**config.mk**
```make
export PLATFORM = sky130hd
export DESIGN_NAME = seven_segment_mux
export DESIGN_NICKNAME = d
export VERILOG_FILES = /design/src/rtl/seven_segment_mux_pkg.sv /design/src/rtl/seven_segment_mux_phase_timer.sv /design/src/rtl/seven_segment_mux.sv
export SDC_FILE = /design/constraint.sdc
export NUM_CORES = 1
export LEC_CHECK = 0
export CORE_MARGIN = 2
export CORE_UTILIZATION = 40
export CTS_CLUSTER_DIAMETER = 50
export DETAILED_ROUTE_END_ITERATION = 12
export MAX_ROUTING_LAYER = met4
export SETUP_SLACK_MARGIN = 0.5
export SLEW_MARGIN = 5
export SYNTH_ARGS = -nofsm -noshare
export SYNTH_HDL_FRONTEND = slang
export SYNTH_SLANG_ARGS = --single-unit
```
**constraint.sdc**
```tcl
create_clock -name clk -period 2.8 [get_ports clk]
set_input_delay 0.7 -clock clk [delete_from_list [all_inputs] [get_ports clk]]
set_output_delay 0.7 -clock clk [all_outputs]
set_load 0.02 [all_outputs]
```
**src/rtl/seven_segment_mux_pkg.sv**
```systemverilog
// Shared types and constants for the two-digit seven-segment multiplexer.
// Anodes are common-anode, so a digit is lit by driving its enable low.
package seven_seg_pkg;

  typedef enum logic [1:0] {
    BLANK1 = 2'd0,
    SHOW0  = 2'd1,
    BLANK0 = 2'd2,
    SHOW1  = 2'd3
  } mux_state_t;

  localparam int DEFAULT_SHOW_CYCLES  = 24000;
  localparam int DEFAULT_BLANK_CYCLES = 480;

  localparam logic ANODE_ON  = 1'b0;
  localparam logic ANODE_OFF = 1'b1;

  function automatic logic is_show(input mux_state_t s);
    return (s == SHOW0) || (s == SHOW1);
  endfunction

endpackage

```
**src/rtl/seven_segment_mux_phase_timer.sv**
```systemverilog
// Phase length counter: counts 0..limit-1, where the limit is picked by
// i_sel_show, and flags the last cycle of the phase on o_done.
module phase_timer #(
  parameter int WIDTH       = 8,
  parameter int SHOW_LIMIT  = 4,
  parameter int BLANK_LIMIT = 2
) (
  input  logic clk,
  input  logic reset_n,
  input  logic i_clear,
  input  logic i_sel_show,
  output logic o_done
);

  localparam logic [WIDTH-1:0] SHOW_TC  = WIDTH'(SHOW_LIMIT - 1);
  localparam logic [WIDTH-1:0] BLANK_TC = WIDTH'(BLANK_LIMIT - 1);

  logic [WIDTH-1:0] r_count;
  logic [WIDTH-1:0] w_terminal;

  assign w_terminal = i_sel_show ? SHOW_TC : BLANK_TC;
  assign o_done     = (r_count == w_terminal);

  // Holds at the terminal count rather than wrapping if nobody clears it.
  always_ff @(posedge clk or negedge reset_n) begin
    if (!reset_n) begin
      r_count <= '0;
    end else if (i_clear) begin
      r_count <= '0;
    end else if (!o_done) begin
      r_count <= r_count + 1'b1;
    end
  end

endmodule

```
**src/rtl/seven_segment_mux.sv**
```systemverilog
// Time-multiplexes two hex digits onto one seven-segment decoder with blanking
// dead-time between digits; new values are committed only at the frame boundary.
module seven_segment_mux
  import seven_seg_pkg::*;
#(
  parameter int SHOW_CYCLES  = DEFAULT_SHOW_CYCLES,
  parameter int BLANK_CYCLES = DEFAULT_BLANK_CYCLES
) (
  input  logic       clk,
  input  logic       reset_n,
  input  logic [3:0] digit0_in,
  input  logic [3:0] digit1_in,
  input  logic       load,
  output logic [3:0] digit_out,
  output logic       anode0_n,
  output logic       anode1_n,
  output logic       frame_start
);

  localparam int CNT_W =
    $clog2(((SHOW_CYCLES > BLANK_CYCLES) ? SHOW_CYCLES : BLANK_CYCLES) + 1);

  mux_state_t r_state;
  mux_state_t w_state_next;

  logic [3:0] r_pending0;
  logic [3:0] r_pending1;
  logic [3:0] r_active0;
  logic [3:0] r_active1;
  logic [3:0] w_active0_next;
  logic [3:0] w_active1_next;

  logic [3:0] r_digit;
  logic       r_anode0_n;
  logic       r_anode1_n;
  logic       r_frame_start;

  logic w_done;
  logic w_show;
  logic w_commit;

  assign w_show   = is_show(r_state);
  assign w_commit = (r_state == SHOW1) && w_done;

  phase_timer #(
    .WIDTH       (CNT_W),
    .SHOW_LIMIT  (SHOW_CYCLES),
    .BLANK_LIMIT (BLANK_CYCLES)
  ) u_phase_timer (
    .clk        (clk),
    .reset_n    (reset_n),
    .i_clear    (w_done),
    .i_sel_show (w_show),
    .o_done     (w_done)
  );

  always_comb begin
    w_state_next = r_state;
    if (w_done) begin
      case (r_state)
        BLANK1:  w_state_next = SHOW0;
        SHOW0:   w_state_next = BLANK0;
        BLANK0:  w_state_next = SHOW1;
        default: w_state_next = BLANK1;
      endcase
    end
  end

  // A load arriving on the commit edge bypasses the pending registers.
  always_comb begin
    w_active0_next = r_active0;
    w_active1_next = r_active1;
    if (w_commit) begin
      w_active0_next = load ? digit0_in : r_pending0;
      w_active1_next = load ? digit1_in : r_pending1;
    end
  end

  always_ff @(posedge clk or negedge reset_n) begin
    if (!reset_n) begin
      r_state    <= BLANK1;
      r_pending0 <= 4'h0;
      r_pending1 <= 4'h0;
      r_active0  <= 4'h0;
      r_active1  <= 4'h0;
    end else begin
      r_state   <= w_state_next;
      r_active0 <= w_active0_next;
      r_active1 <= w_active1_next;
      if (load) begin
        r_pending0 <= digit0_in;
        r_pending1 <= digit1_in;
      end
    end
  end

  // Outputs are registered from next-state values so they line up with r_state.
  always_ff @(posedge clk or negedge reset_n) begin
    if (!reset_n) begin
      r_digit       <= 4'h0;
      r_anode0_n    <= ANODE_OFF;
      r_anode1_n    <= ANODE_OFF;
      r_frame_start <= 1'b0;
    end else begin
      r_digit       <= ((w_state_next == BLANK1) || (w_state_next == SHOW0)) ?
                       w_active0_next : w_active1_next;
      r_anode0_n    <= (w_state_next == SHOW0) ? ANODE_ON : ANODE_OFF;
      r_anode1_n    <= (w_state_next == SHOW1) ? ANODE_ON : ANODE_OFF;
      r_frame_start <= w_commit;
    end
  end

  assign digit_out   = r_digit;
  assign anode0_n    = r_anode0_n;
  assign anode1_n    = r_anode1_n;
  assign frame_start = r_frame_start;

endmodule

```
==> flow_summary.yaml <==
run_status:
  run_status: "complete, no violations"
logic_synthesis:
  synth_unique_cells: 34
  synth_edf_count: 0
  yosys_register_bits: 40
  synth_top_area_share: 0.501
  synthesis.nets: 161
  post_synth_instance_area_sq_mm: 0.00190
  yosys.cell_count.top_type: "sky130_fd_sc_hd__dfrtp_1"
  asyncSetResetFlopFracSynth: 1.00
  synth_top_flop_cell: "sky130_fd_sc_hd__dfrtp_1"
  synth_warnings: 0
  synth.largest_area_cell: "sky130_fd_sc_hd__dfrtp_1"
  synthesis.instances: 146
  most_frequent_cells_after_synthesis: "38 x sky130_fd_sc_hd__dfrtp_1, 12 x sky130_fd_sc_hd__nor2_1, 9 x sky130_fd_sc_hd__nand2_1"
  yosysSeqAreaShare: 0.529
  ys_top_cells_by_area: "sky130_fd_sc_hd__dfrtp_1 50%, sky130_fd_sc_hd__mux2_4 6.3%, sky130_fd_sc_hd__mux2_2 4.7%"
  syn_area_per_cell_sq_um: 13.0
drt:
  route.top_layer_used: "met4"
  drt_first_pass_iters: 4
  drc_errors: 0
  detailroute.via_count: 1162
  routed-wl-met2_microns: 1710
  post_drt_via_cell_ratio: 5.28
  route.met3.wl_microns: 114
  post_drt_wl_per_cell_microns: 15.5
  antenna_violating_nets_remaining: 0
  wirelength_microns: 3410
  detail_route.wirelength.met1_microns: 1530
  drt_iter0_drc: 51
power:
  leakage_nw: 0.962
  peakVddDrop_v: 0.000284
  p_total_mw: 1.07
  power-per-cell-area_mw_per_mm2: 482
placed_design:
  detailed_place_hpwl_microns: 2320
  number_of_instances_in_the_placed_design: 211
  placed_cell_area_sq_mm: 0.00210
  place_ws_ns: 0.219
  portBuffers: 17
  place_congestion: 0.747
setup_path:
  critical_path.endpoint_type: "register"
  path_max_fanout: 13
  critical_path.cell_chain: "or4b_4, nor4_4, o21a_4, nand2_8, mux2_4"
  worst_ep_required_time_ns: 2.97
  crit_path_start_kind: "register"
  worst_path_largest_cell_delay_ns: 0.59
  slowest_stage_cell_cp: "sky130_fd_sc_hd__or4b_4"
  timing_worst_setup_path_type: "register to register"
  critPathArrivalTime_ns: 2.29
timing:
  layout_min_cycle_time_ns: 2.12
  fmax_ghz: 0.472
  final-setup-viol-count: 0
  timing.setup.tns_ns: 0
  worst_clock_skew_ns: 0.00551
  final.hold.worst_slack_ns: 0.489
  finalHoldViolCount: 0
  layout_worst_path_cycle_share: 0.757
  max-slew-margin-rel: 0.403
  maxSlewViolCount: 0
  tightestPinTransition_ns: 0.895
  rsz0062_at_grt: "false"
  post-route-worst-setup-slack_ns: 0.681
floorplanning:
  core-area_sq_mm: 0.00466
  initial_standard_cell_utilization_of_the_core: 0.407
  chipWidth_microns: 72.9
  die_h_microns: 72.9
  std_cell_rows: 25
  num_io_pins: 18
  design.die.area_sq_mm: 0.00531
flow_run:
  cap_violations: 0
finish:
  synthToLayoutAreaGrowth_pct: 16.5
  finalNonFillerCells: 220
  stdcell_area_sq_mm: 0.00221
  drive_above_1_share: 0.211
  layout.core_utilization: 0.474
  finalNetCount: 180
  n_antenna_cell: 0
cts:
  cts-root-buf: "sky130_fd_sc_hd__clkbuf_8"
  max-clock-path-buffers: 2
  cts_tree: "done"
  htreeDepth: 2
  clock_insertion_delay_worst_skew_ns: 0.29
  cts_made_buffers: 5
  clock_sinks: 40
  cts.repair_timing.setup_buffer_count: 0
  path_clk_slew_ns: 0.07
hold_path:
  hold_path_class: "register to register"
grt:
  global_route_wire_length_before_repair_microns: 5790
  pin_count_of_the_biggest_net_entering_global_routing: 41
  gr-total-overflow: 0
  grt_usage: 0.150
  number_of_antenna_violations_at_the_first_check_in_global_routing: 0
  grt_pass1_vias: 1210
cell usage in the layout, fill, tap and decap left out, types with 2 or more instances in the layout:
cell	n
sky130_fd_sc_hd__dfrtp_1	38
sky130_fd_sc_hd__xor2_1	8
sky130_fd_sc_hd__clkbuf_8	6
sky130_fd_sc_hd__and4_1	3
sky130_fd_sc_hd__nand4_1	2
sky130_fd_sc_hd__inv_1	3
sky130_fd_sc_hd__and3_1	3
sky130_fd_sc_hd__o21ai_0	5
sky130_fd_sc_hd__clkdlybuf4s50_1	15
sky130_fd_sc_hd__dfstp_2	2
sky130_fd_sc_hd__nand3_1	6
sky130_fd_sc_hd__mux2_4	8
sky130_fd_sc_hd__mux2_2	8
sky130_fd_sc_hd__a21oi_1	2
sky130_fd_sc_hd__nand2_1	9
sky130_fd_sc_hd__o21bai_1	2
sky130_fd_sc_hd__xnor2_1	5
sky130_fd_sc_hd__mux4_2	4
sky130_fd_sc_hd__nor2_1	12
sky130_fd_sc_hd__mux2i_1	4
sky130_fd_sc_hd__ha_1	4
sky130_fd_sc_hd__clkbuf_1	2
final timing paths:
check	start	endpoint	slack, ns	cells after the start
max	u_phase_timer.r_count[5]	r_active0[1]	0.68	5
min	u_phase_timer.r_count[0]	u_phase_timer.r_count[0]	0.49	1
max in group asynchronous	reset_n	r_pending0[1]	1.71	1
min in group asynchronous	reset_n	u_phase_timer.r_count[3]	0.54	1
max reg2reg	u_phase_timer.r_count[5]	r_active0[1]	0.68	5
min reg2reg	u_phase_timer.r_count[0]	u_phase_timer.r_count[0]	0.49	1
state kept, by name, indices dropped and copies added (netlist names):
| register | flops |
|---|---|
| u_phase_timer.r_count | 15 |
| digit_out | 4 |
| r_active0 | 4 |
| r_active1 | 4 |
| r_pending0 | 4 |
| r_pending1 | 4 |
| r_state | 2 |
| anode0_n | 1 |
| anode1_n | 1 |
| frame_start | 1 |
final cells by class:
type | instances | area (sq um)
Clock buffer | 8 | 90.1
Multi-Input combinational cell | 98 | 871
Fill cell | 415 | 2450
Tap cell | 54 | 67.6
Timing Repair Buffer | 17 | 168
Sequential cell | 40 | 1000
Inverter | 3 | 11.3
power by group:
part	switching, mW	internal, mW	leakage, nW
clock	0.186	0.201	0.0455
sequential	0.00951	0.598	0.506
combinational	0.0312	0.0404	0.410
critical path, delay by kind of cell, from the launching register on:
family          cells  cell delay, ns
simple gates        3            0.94
flops               1            0.45
mux                 1            0.33
compound gates      1            0.28
what timing repair did:
| item | CTS | global route |
|---|---|---|
| resized for setup | 0 | 2 |
| hold buffers | 0 | 0 |
| endpoints found under the setup margin | 0 | 12 |
metal layers:
metal | track usage | up-vias
met5 | - | -
met4 | 0.0556 | 0
met3 | 0.0414 | 6
met2 | 0.237 | 17
met1 | 0.185 | 592
li1 | - | 547
cell families after synthesis:
kind of cell | count (synthesis) | synth area share
buffers and inverters | 9 | 0.0218
XOR/XNOR | 13 | 0.0600
multiplexers | 24 | 0.179
AND/OR/NAND/NOR | 44 | 0.141
AO/OA/AOI/OAI | 12 | 0.0428
adder cells (fa/ha/maj) | 4 | 0.0264
flip-flops | 40 | 0.529
No activity file was read; power rests on OpenSTA's default activity.
